===== config.mk =====
export PLATFORM = sky130hd
export DESIGN_NAME = avr_uart_rx
export DESIGN_NICKNAME = d
export VERILOG_FILES = /design/src/rtl/avr_uart_pkg.sv /design/src/rtl/avr_uart_rx_sync_2ff.sv /design/src/rtl/avr_uart_rx.sv
export SDC_FILE = /design/constraint.sdc
export NUM_CORES = 1
export LEC_CHECK = 0
export ABC_CLOCK_PERIOD_IN_PS = 1700
export CAP_MARGIN = 20
export CORE_MARGIN = 2
export CORE_UTILIZATION = 38
export DETAILED_ROUTE_END_ITERATION = 16
export PLACE_DENSITY = 0.62
export SYNTH_ARGS = -nofsm -noshare
export SYNTH_HDL_FRONTEND = slang
export SYNTH_SLANG_ARGS = --single-unit

===== constraint.sdc =====
create_clock -name clk -period 1.7 [get_ports clk]
set_input_delay 0.425 -clock clk [delete_from_list [all_inputs] [get_ports clk]]
set_output_delay 0.425 -clock clk [all_outputs]
set_load 0.02 [all_outputs]

===== src/rtl/avr_uart_pkg.sv =====
// Shared definitions for the AVR UART receiver: FSM state type, frame width, idle line level.
// The PARITY state exists only when AVR_RX_PARITY_EN is defined.
package avr_uart_pkg;

  localparam int unsigned DATA_BITS  = 8;
  localparam logic        IDLE_LEVEL = 1'b1;

`ifdef AVR_RX_PARITY_EN
  typedef enum logic [2:0] {
    ST_IDLE,
    ST_START,
    ST_DATA,
    ST_PARITY,
    ST_STOP
  } rx_state_t;
`else
  typedef enum logic [1:0] {
    ST_IDLE,
    ST_START,
    ST_DATA,
    ST_STOP
  } rx_state_t;
`endif

endpackage


===== src/rtl/avr_uart_rx_sync_2ff.sv =====
// Two-flop synchronizer for a single asynchronous bit; both flops reset to RESET_VAL.
module sync_2ff #(
  parameter logic RESET_VAL = 1'b1
) (
  input  logic clk,
  input  logic rst_n,
  input  logic d,
  output logic q
);

  logic meta;

  always_ff @(posedge clk or negedge rst_n) begin
    if (!rst_n) begin
      meta <= RESET_VAL;
      q    <= RESET_VAL;
    end else begin
      meta <= d;
      q    <= meta;
    end
  end

endmodule


===== src/rtl/avr_uart_rx.sv =====
// 8N1 UART receiver for the AVR Tx line with a valid/ready byte output and error pulses.
// Define AVR_RX_PARITY_EN to add an even-parity bit between the data and the stop bit.
module avr_uart_rx
  import avr_uart_pkg::*;
#(
  parameter int unsigned CLK_FREQ = 50000000,
  parameter int unsigned BAUD     = 500000
) (
  input  logic       clk,
  input  logic       rst_n,
  input  logic       rx,
  output logic [7:0] data,
  output logic       valid,
  input  logic       ready,
  output logic       busy,
  output logic       frame_err,
  output logic       overrun,
  output logic       parity_err
);

  localparam int unsigned CLKS_PER_BIT = CLK_FREQ / BAUD;
  localparam int unsigned TW   = (CLKS_PER_BIT > 1) ? $clog2(CLKS_PER_BIT) : 1;
  localparam logic [TW-1:0] HALF = TW'(CLKS_PER_BIT / 2 - 1);
  localparam logic [TW-1:0] FULL = TW'(CLKS_PER_BIT - 1);

  rx_state_t state_q, state_d;
  logic [TW-1:0] timer_q, timer_d;
  logic [2:0]    bit_q, bit_d;
  logic [7:0]    shreg_q, shreg_d;
  logic [7:0]    data_q, data_d;
  logic          valid_q, valid_d;
  logic          ferr_q, ferr_d;
  logic          ovr_q, ovr_d;
  logic          rs, rs_prev;
`ifdef AVR_RX_PARITY_EN
  logic          perr_q, perr_d;
  logic          pbad_q, pbad_d;
`endif

  sync_2ff #(.RESET_VAL(IDLE_LEVEL)) u_sync (
    .clk   (clk),
    .rst_n (rst_n),
    .d     (rx),
    .q     (rs)
  );

  always_ff @(posedge clk or negedge rst_n) begin
    if (!rst_n) begin
      state_q <= ST_IDLE;
      timer_q <= '0;
      bit_q   <= '0;
      shreg_q <= '0;
      data_q  <= '0;
      valid_q <= 1'b0;
      ferr_q  <= 1'b0;
      ovr_q   <= 1'b0;
      rs_prev <= IDLE_LEVEL;
`ifdef AVR_RX_PARITY_EN
      perr_q  <= 1'b0;
      pbad_q  <= 1'b0;
`endif
    end else begin
      state_q <= state_d;
      timer_q <= timer_d;
      bit_q   <= bit_d;
      shreg_q <= shreg_d;
      data_q  <= data_d;
      valid_q <= valid_d;
      ferr_q  <= ferr_d;
      ovr_q   <= ovr_d;
      rs_prev <= rs;
`ifdef AVR_RX_PARITY_EN
      perr_q  <= perr_d;
      pbad_q  <= pbad_d;
`endif
    end
  end

  always_comb begin
    state_d = state_q;
    timer_d = timer_q;
    bit_d   = bit_q;
    shreg_d = shreg_q;
    data_d  = data_q;
    valid_d = valid_q;
    ferr_d  = 1'b0;
    ovr_d   = 1'b0;
`ifdef AVR_RX_PARITY_EN
    perr_d  = 1'b0;
    pbad_d  = pbad_q;
`endif

    // A transfer drops valid; a byte loaded at the stop sample below overrides it.
    if (valid_q && ready) valid_d = 1'b0;

    unique case (state_q)
      ST_IDLE: begin
        timer_d = '0;
        bit_d   = '0;
`ifdef AVR_RX_PARITY_EN
        pbad_d  = 1'b0;
`endif
        if (rs_prev == IDLE_LEVEL && rs != IDLE_LEVEL) state_d = ST_START;
      end
      ST_START: begin
        if (timer_q == HALF) begin
          timer_d = '0;
          state_d = (rs == IDLE_LEVEL) ? ST_IDLE : ST_DATA;
        end else begin
          timer_d = timer_q + 1'b1;
        end
      end
      ST_DATA: begin
        if (timer_q == FULL) begin
          timer_d = '0;
          shreg_d = {rs, shreg_q[7:1]};
          bit_d   = bit_q + 3'd1;
          if (bit_q == 3'(DATA_BITS - 1)) begin
`ifdef AVR_RX_PARITY_EN
            state_d = ST_PARITY;
`else
            state_d = ST_STOP;
`endif
          end
        end else begin
          timer_d = timer_q + 1'b1;
        end
      end
`ifdef AVR_RX_PARITY_EN
      ST_PARITY: begin
        if (timer_q == FULL) begin
          timer_d = '0;
          pbad_d  = (rs != ^shreg_q);
          perr_d  = (rs != ^shreg_q);
          state_d = ST_STOP;
        end else begin
          timer_d = timer_q + 1'b1;
        end
      end
`endif
      ST_STOP: begin
        if (timer_q == FULL) begin
          timer_d = '0;
          state_d = ST_IDLE;
          if (rs != IDLE_LEVEL) begin
            ferr_d = 1'b1;
`ifdef AVR_RX_PARITY_EN
          end else if (!pbad_q) begin
`else
          end else begin
`endif
            if (!valid_q || ready) begin
              data_d  = shreg_q;
              valid_d = 1'b1;
            end else begin
              ovr_d = 1'b1;
            end
          end
        end else begin
          timer_d = timer_q + 1'b1;
        end
      end
      default: state_d = ST_IDLE;
    endcase
  end

  assign data      = data_q;
  assign valid     = valid_q;
  assign busy      = (state_q != ST_IDLE);
  assign frame_err = ferr_q;
  assign overrun   = ovr_q;
`ifdef AVR_RX_PARITY_EN
  assign parity_err = perr_q;
`else
  assign parity_err = 1'b0;
`endif

endmodule


==> metrics.cfg, run 1 <==
[run_status]
status=finished clean

[detailed_routing]
wirelength_mm=2.63
drc=0
dr.pass1.iters=4
drt_iter0_drc=59
vias=966
postRouteAntennaNets=0
via_per_inst=4.98
wl_per_cell_um=13.5

[place]
gp_congestion=0.803
place_area_mm2=0.00177
dp_hpwl_mm=1.76
dp_cells=185
io_buffers=15

[synth]
synth_top_area_share_pct=53.0
synth_area_leader_cell=dfrtp_1
async_flop_share_pct=100
syn_avg_cell_area_um2=12.8
syn-num-nets=122
yosysUniqueCellTypes=34
netlist_area_mm2=0.00146
synth_flop_cell=dfrtp_1
ys_seq_area_share_pct=58.4
yosys_warnings=0
ys_top_cells_by_area=dfrtp_1 (53%), mux2_2 (12%), dfstp_2 (5.4%)
ys_seq_elements=34
synth-edff-count=0
postSynthCellCount=114

[layout]
antenna_cells=0
drive_gt1_share_pct=32.2
final_cell_mix=dfrtp_1 (31), mux2_2 (15), buf_4 (11)
fin_util_pct=52.0
area_delta_synth_final_pct=31.0
final_cell_area_mm2=0.00192
finalNetCount=153
final_common_cell=dfrtp_1
final_cells=194

[worst_setup_path]
cpMaxStageDelayCell=clkdlybuf4s50_1
worstSetupPathType=reg -> out
cp_top_family=buffers and inverters
r2r_setup_slack_ps=70
r2r_cells=5
reg2reg_from=timer_q[2]$_DFF_PN0_
worstPathMaxFanout=2
r2r_end=shreg_q[5]$_DFFE_PN0P_
path_cells=clkdlybuf4s50_1
arrival_ps=1240
crit_required_ps=1270
cpPeakStageDelay_ps=600
end_kind=primary output
cp-start-kind=register
crit_buf_inv=1

[die]
die_h_um=66.1
start_util_pct=39.7
core_area_mm2=0.00369
ios=17
die_w_um=66.1
std_cell_rows=22
die-area_mm2=0.00436

[clock_tree]
htreeDepth=2
hold_buffers=0
cts_tree=done
clk_latency_ps=280
cts.sinks=34
clkSlewWorstSetupHoldPaths_ps=70
cts_buffers=5
root_buffer=clkbuf_8
clock_path_buffers=2

[timing]
rsz0062_at_grt=yes
timing.final.crit_share_pct=97.8
fmax_mhz=602
drv_slew=0
min_period_ps=1660
setup-tns-final_ps=0
finalSetupViolCount=0
whs_ps=359
hold_viol=0
clock_skew_ps=7.21

[min_path]
hold_path_startpoint=u_sync.meta$_DFF_PN1_
hold_path_class=reg -> reg
holdPathStages=0
hold_end=u_sync.q$_DFF_PN1_

[power_and_ir_drop]
power_density_mw_per_mm2=1050
leakage_nw=1.01
max-vdd-ir-drop_mv=0.453

[run]
maxCapViolations=0

[global_route]
antenna_found_initial=0
grt_overflow=0
grt_max_degree=35
grt_use_total_pct=14.6
grt_pass1_wl_mm=4.70
grt_pass1_vias=1042

flip-flops by register name (all words and copies together) (netlist names), named ones only:
signal	cells
shreg_q	8
state_q	1
bit_q	3
data	8
frame_err	1
u_sync.q	1
timer_q	7
u_sync.meta	1
rs_prev	1
overrun	1
valid	1
synthesized netlist by cell type, types with 2 or more instances:
cell type   n
xnor2_1     2
xor2_1      3
dfrtp_1    31
clkbuf_1    2
o211ai_1    2
nand3_1     7
nor3b_1     2
nor2b_1     2
inv_1       2
ha_1        4
mux2_2     15
buf_4       2
nand2b_1    2
nor2_1      9
dfstp_2     3
nand2_1     8
worst max-delay path by stage:
stage / slack, ps / start / depth (start not counted) / to
floorplan: -7 / timer_q[2]$_DFF_PN0_ / 4 / shreg_q[0]$_DFFE_PN0P_
CTS: 2 / data[7]$_DFFE_PN0P_ / 1 / data[7]
global placement: -130 / ready / 5 / data[2]$_DFFE_PN0P_
global route: -30 / timer_q[2]$_DFF_PN0_ / 5 / shreg_q[3]$_DFFE_PN0P_
finish: 40 / valid$_DFF_PN0_ / 1 / valid
detailed placement: -170 / ready / 5 / data[2]$_DFFE_PN0P_
logic make-up after synthesis:
group                    synth area share, %
AND/OR/NAND/NOR                         16.8
flip-flops                              58.4
multiplexers                            12.3
AO/OA/AOI/OAI                           3.76
buffers and inverters                   2.05
XOR/XNOR                                2.99
adder cells (fa/ha/maj)                 3.42
other                                  0.256
area by class of cell:
type / count / area [um^2]
repair buffers: 28 / 285
clock inverters: 1 / 30.0
inverters: 2 / 7.51
clock buffers: 7 / 86.3
flip-flops and latches: 34 / 855
well taps: 48 / 60.1
fillers: 316 / 1770
multi-input cells: 74 / 594
metrics by stage:
step / total power [mW] / setup slack, ps
after floorplan: 1.11 / -6.70
after global placement: 1.23 / -135
after detailed placement: 1.24 / -169
after CTS: 2.02 / 2.04
after global routing: 2.12 / -25.3
final: 2.01 / 37.6
what timing repair did:
item                                    CTS  global route
buffers inserted                          0             1
resized for setup                         2            10
endpoints found under the setup margin    1            24
pin swaps                                 0             1
power breakdown:
part / switching, mW / leakage (nW) / internal (mW)
clock: 0.288 / 0.0585 / 0.478
combinational: 0.158 / 0.494 / 0.150
sequential: 0.0618 / 0.455 / 0.875
per-layer routing:
metal	up-vias	track usage (%)	part of all wire [%]
li1	458	-	-
met1	479	17.8	44
met2	22	23.5	48
met3	7	3.75	5.4
met4	0	8.42	1.9
met5	-	0	0
(Power assumes the default switching activity.)
==> inputs of run 2 (changes only) <==
- RECOVER_POWER: default -> 25
==> metrics.cfg, run 2 (synthesis gave the netlist of run 1 again) <==
[power_and_ir_drop]
power_density_mw_per_mm2=1050  ; +0.50%
power_mw=2.01  ; -0.29%
p_clk_share_pct=38.2  ; about the same
intPower_mw=1.50  ; -0.33%
swShare_pct=25.3  ; +0.031 points
leakage_nw=1.00  ; -0.47%
max-vdd-ir-drop_mv=0.453  ; about the same
p_comb_share_pct=15.1  ; -0.2 points
seqPwrFrac_pct=46.7  ; about the same
power.switching_mw=0.507  ; -0.17%

[detailed_routing]
dr.pass1.iters=4  ; unchanged
wirelength_mm=2.62  ; -0.30%
drc=0  ; unchanged
postRouteAntennaNets=0  ; unchanged
wl_per_cell_um=13.5  ; -0.30%
vias=963  ; -0.31%
via_per_inst=4.96  ; -0.31%
drt_iter0_drc=59  ; unchanged

[layout]
final_common_cell=dfrtp_1
finalNetCount=153  ; unchanged
drive_gt1_share_pct=32.2  ; unchanged
n_fill_cell=317  ; +0.32%
area_delta_synth_final_pct=30.0
antenna_cells=0  ; unchanged
final_cell_mix=dfrtp_1 (31), mux2_2 (15), buf_4 (11)

[worst_setup_path]
end_kind=primary output
cp-start-kind=register
worstPathMaxFanout=2  ; unchanged
cp_top_family=buffers and inverters
worstSetupPathType=reg -> out
arrival_ps=1240  ; about the same
r2r_cells=5  ; unchanged
cpMaxStageDelayCell=clkdlybuf4s50_1
crit_required_ps=1270  ; about the same
r2r_setup_slack_ps=70  ; about the same
r2r_end=shreg_q[5]$_DFFE_PN0P_
cpPeakStageDelay_ps=600  ; about the same
crit_buf_inv=1  ; unchanged
path_cells=clkdlybuf4s50_1
reg2reg_from=timer_q[2]$_DFF_PN0_

[min_path]
hold_path_startpoint=u_sync.meta$_DFF_PN1_
holdPathStages=0  ; unchanged
hold_path_class=reg -> reg
hold_end=u_sync.q$_DFF_PN1_

[run]
maxCapViolations=0  ; unchanged

[timing]
maxSlewHeadroom_pct=43.9
finalSetupViolCount=0  ; unchanged
tightest_slew_ps=841
fmax_mhz=602  ; about the same
timing.final.crit_share_pct=97.8  ; about the same
rsz0062_at_grt=yes
min_period_ps=1660  ; +0.0809 ps
clock_skew_ps=7.57  ; +0.358 ps
drv_slew=0  ; unchanged
setup-tns-final_ps=0  ; unchanged
hold_viol=0  ; unchanged

[global_route]
grt_pass1_wl_mm=4.70  ; unchanged
grt_pass1_vias=1042  ; unchanged
antenna_found_initial=0  ; unchanged
grt_use_total_pct=14.6  ; unchanged
grt_max_degree=35  ; unchanged
grt_overflow=0  ; unchanged

[clock_tree]
cts_buffers=5  ; unchanged
root_buffer=clkbuf_8
clock_path_buffers=2  ; unchanged
hold_buffers=0  ; unchanged
clk_latency_ps=280  ; about the same
clkSlewWorstSetupHoldPaths_ps=70  ; about the same
cts_tree=done
htreeDepth=2  ; unchanged
cts.sinks=34  ; unchanged

[die]
ios=17  ; unchanged
start_util_pct=39.7  ; unchanged
core_area_mm2=0.00369  ; unchanged
std_cell_rows=22  ; unchanged
die_h_um=66.1  ; unchanged
die-area_mm2=0.00436  ; unchanged
die_w_um=66.1  ; unchanged

[place]
io_buffers=15  ; unchanged
gp_congestion=0.803  ; unchanged
dp_hpwl_mm=1.76  ; unchanged

[run_status]
status=finished clean

[run 2: cell count changes in the layout (fill, tap and decap cells not counted)]
| cell | before | now |
|---|---|---|
| buf_12 | 2 | 1 |
| clkbuf_2 | 1 | 2 |
| clkdlybuf4s50_1 | 7 | 5 |
| dlygate4sd3_1 | 0 | 2 |
[run 2: power groups by stage]
stage	logic, mW	registers (mW)	clock network, mW
4_1_cts	0.302	0.928	0.789
3_5_place_dp	0.301	0.943	0
3_3_place_gp	0.294	0.939	0
6_report	0.302	0.937	0.767
5_1_grt	0.339	0.950	0.828
2_1_floorplan	0.151	0.958	0
[run 2: layout make-up]
class	count	area [um^2]	share of cell area [%]
well taps	48	60.1	3.16
multi-input cells	74	594	31.2
repair buffers	28	270	14.2
flip-flops and latches	34	855	44.9
clock buffers	7	86.3	4.54
clock inverters	1	30.0	1.58
inverters	2	7.51	0.394
[run 2: worst max-delay path by stage]
stage	start	endpoint	slack, ps	depth (start not counted)
final	valid$_DFF_PN0_	valid	40	1
after global routing	timer_q[2]$_DFF_PN0_	shreg_q[3]$_DFFE_PN0P_	-30	5
after CTS	data[7]$_DFFE_PN0P_	data[7]	2	1
after detailed placement	ready	data[2]$_DFFE_PN0P_	-170	5
after global placement	ready	data[2]$_DFFE_PN0P_	-130	5
after floorplan	timer_q[2]$_DFF_PN0_	shreg_q[0]$_DFFE_PN0P_	-7	4
[run 2: layer usage]
metal / routed length (um) / track usage [%] / up-vias / share of wire (%)
met5: 0 / 0 / - / 0
met4: 50 / 8.42 / 0 / 1.9
met3: 141 / 3.75 / 7 / 5.4
met2: 1270 / 23.5 / 22 / 49
met1: 1160 / 17.8 / 476 / 44
li1: - / - / 458 / -
[run 2: repair_timing]
action / in CTS / in global routing
hold endpoints to repair: 0 / 0
pin swaps: 0 / 1
gates resized for setup: 2 / 10
buffers inserted: 0 / 1
endpoints found under the setup margin: 1 / 24
[run 2: stage by stage]
stage | instances | worst slack (ps) | cell area, um^2 | hold WS, ps | util [%]
6_report | 194 | 37.5 | 1900 | 359 | 51.6
5_1_grt | 194 | -25.3 | 1900 | 361 | 51.6
4_1_cts | 193 | 2.04 | 1880 | 360 | 51.1
3_5_place_dp | 185 | -169 | 1770 | 350 | 47.9
3_3_place_gp | 185 | -135 | 1770 | 349 | 47.9
2_1_floorplan | 114 | -6.70 | 1460 | 129 | -
==> inputs of run 3 (changes only) <==
- SYNTH_HIERARCHICAL: default -> 1
==> metrics.cfg, run 3 <==
[worst_setup_path]
path_cells=clkdlybuf4s50_1
crit_required_ps=1270  ; about the same
worstPathMaxFanout=2  ; unchanged
cp-start-kind=register
cp_top_family=buffers and inverters
cpPeakStageDelay_ps=600  ; about the same
arrival_ps=1240  ; about the same
cpMaxStageDelayCell=clkdlybuf4s50_1
crit_buf_inv=1  ; unchanged
end_kind=primary output
worstSetupPathType=reg -> out

[place]
io_buffers=15  ; unchanged
dp_cells=185  ; unchanged
gp_congestion=0.803  ; unchanged
dp_hpwl_mm=1.76  ; unchanged

[die]
die_h_um=66.1  ; unchanged
std_cell_rows=22  ; unchanged
core_area_mm2=0.00369  ; unchanged
die_w_um=66.1  ; unchanged
start_util_pct=39.7  ; unchanged
ios=17  ; unchanged
die-area_mm2=0.00436  ; unchanged

[layout]
drive_gt1_share_pct=32.2  ; unchanged
finalNetCount=153  ; unchanged
final_common_cell=dfrtp_1
final_cells=194  ; unchanged
antenna_cells=0  ; unchanged
area_delta_synth_final_pct=30.0  ; unchanged
fin_util_pct=51.6  ; unchanged
final_cell_mix=dfrtp_1 (31), mux2_2 (15), buf_4 (11)

[synth]
postSynthCellCount=114  ; unchanged
netlist_area_mm2=0.00146  ; unchanged
ys_seq_elements=34  ; unchanged
synth_top_area_share_pct=53.0  ; unchanged
yosysUniqueCellTypes=34  ; unchanged
async_flop_share_pct=100  ; unchanged
synthTopCellsByCount=dfrtp_1 (31), mux2_2 (15), nor2_1 (9)
ys_top_cells_by_area=dfrtp_1 (53%), mux2_2 (12%), dfstp_2 (5.4%)
synth-edff-count=0  ; unchanged
synth_area_leader_cell=dfrtp_1
syn_avg_cell_area_um2=12.8  ; unchanged
synth_flop_cell=dfrtp_1
yosys.cell_count.top_type=dfrtp_1
syn-num-nets=122  ; unchanged
ys_seq_area_share_pct=58.4  ; unchanged
yosys_warnings=6  ; +6

[clock_tree]
cts_tree=done
cts_buffers=5  ; unchanged
clk_latency_ps=280  ; about the same
clock_path_buffers=2  ; unchanged
clkSlewWorstSetupHoldPaths_ps=70  ; about the same
htreeDepth=2  ; unchanged
root_buffer=clkbuf_8
hold_buffers=0  ; unchanged
cts.sinks=34  ; unchanged

[detailed_routing]
postRouteAntennaNets=0  ; unchanged
wl_per_cell_um=13.5  ; unchanged
via_per_inst=4.96  ; unchanged
dr.pass1.iters=4  ; unchanged
drt_iter0_drc=59  ; unchanged
drc=0  ; unchanged
vias=963  ; unchanged
wirelength_mm=2.62  ; unchanged

[global_route]
grt_pass1_vias=1042  ; unchanged
grt_use_total_pct=14.6  ; unchanged
grt_pass1_wl_mm=4.70  ; unchanged
antenna_found_initial=0  ; unchanged
grt_max_degree=35  ; unchanged
grt_overflow=0  ; unchanged

[run_status]
status=finished clean

[timing]
setup-tns-final_ps=0  ; unchanged
min_period_ps=1660  ; unchanged
tightest_slew_ps=841  ; unchanged
finalSetupViolCount=0  ; unchanged
fmax_mhz=602  ; unchanged
clock_skew_ps=7.57  ; unchanged
rsz0062_at_grt=yes
timing.final.crit_share_pct=97.8  ; unchanged
hold_viol=0  ; unchanged
drv_slew=0  ; unchanged
maxSlewHeadroom_pct=43.9  ; unchanged

[run]
maxCapViolations=0  ; unchanged

[power_and_ir_drop]
power.switching_mw=0.507  ; unchanged
max-vdd-ir-drop_mv=0.453  ; unchanged
power_density_mw_per_mm2=1050  ; unchanged
seqPwrFrac_pct=46.7  ; about the same
swShare_pct=25.3  ; unchanged
leakage_nw=1.00  ; unchanged
p_clk_share_pct=38.2  ; about the same
p_comb_share_pct=15.1  ; about the same
intPower_mw=1.50  ; unchanged

[min_path]
hold_path_class=reg -> reg

## run 3: cell counts in the layout (fill, tap and decap cells not counted)
Identical to the previous run, type by type.
## run 3: through the flow
step	power, mW	cell area [um^2]	worst slack [ps]	hold WS (ps)
CTS	2.02	1880	2.04	360
floorplan	1.11	1460	-6.70	129
finish	2.01	1900	37.5	359
detailed placement	1.24	1770	-169	350
global route	2.12	1900	-25.3	361
global placement	1.23	1770	-135	349
## run 3: final cells by class
type | instances | area, um^2
well taps | 48 | 60.1
clock inverters | 1 | 30.0
clock buffers | 7 | 86.3
flip-flops and latches | 34 | 855
multi-input cells | 74 | 594
inverters | 2 | 7.51
repair buffers | 28 | 270
fillers | 317 | 1790
## run 3: logic make-up (layout without fill, tap and decap cells)
group | after synthesis | count (layout) | synth area share [%]
and+or+nand+nor | 41 | 41 | 16.8
buffers and inverters | 6 | 38 | 2.05
other | 1 | 1 | 0.256
xor gates and xnor gates | 5 | 5 | 2.99
adders and majority gates | 4 | 4 | 3.42
AOI/OAI and AO/OA | 7 | 7 | 3.76
muxes | 16 | 16 | 12.3
DFF | 34 | 34 | 58.4
## run 3: final timing paths
path	from	endpoint	slack, ps	cells past startpoint
min reg2reg	u_sync/meta$_DFF_PN1_	u_sync/q$_DFF_PN1_	360	0
max	valid$_DFF_PN0_	valid	40	1
max reg2reg	timer_q[2]$_DFF_PN0_	shreg_q[5]$_DFFE_PN0P_	70	5
max in group asynchronous	rst_n	timer_q[2]$_DFF_PN0_	400	2
min	u_sync/meta$_DFF_PN1_	u_sync/q$_DFF_PN1_	360	0
min in group asynchronous	rst_n	asynchronous set/reset pin	770	2
## run 3: power by group through the flow
stage	Clock (mW)	Combinational [mW]	Sequential [mW]
after floorplan	0	0.151	0.958
after global placement	0	0.294	0.939
after detailed placement	0	0.301	0.943
after CTS	0.789	0.302	0.928
after global routing	0.828	0.339	0.950
final	0.767	0.302	0.937
## run 3: timing repair
action | in CTS | in global routing
endpoints found under the setup margin | 1 | 24
pin swaps | 0 | 1
buffers inserted | 0 | 1
gates resized for setup | 2 | 10
## run 3: per-layer routing
layer / part of all wire (%) / up-vias / GRT usage [%] / routed length, um
li1: - / 458 / - / -
met2: 49 / 22 / 23.5 / 1270
met3: 5.4 / 7 / 3.75 / 141
met4: 1.9 / 0 / 8.42 / 50
met1: 44 / 476 / 17.8 / 1160
met5: 0 / - / 0 / 0
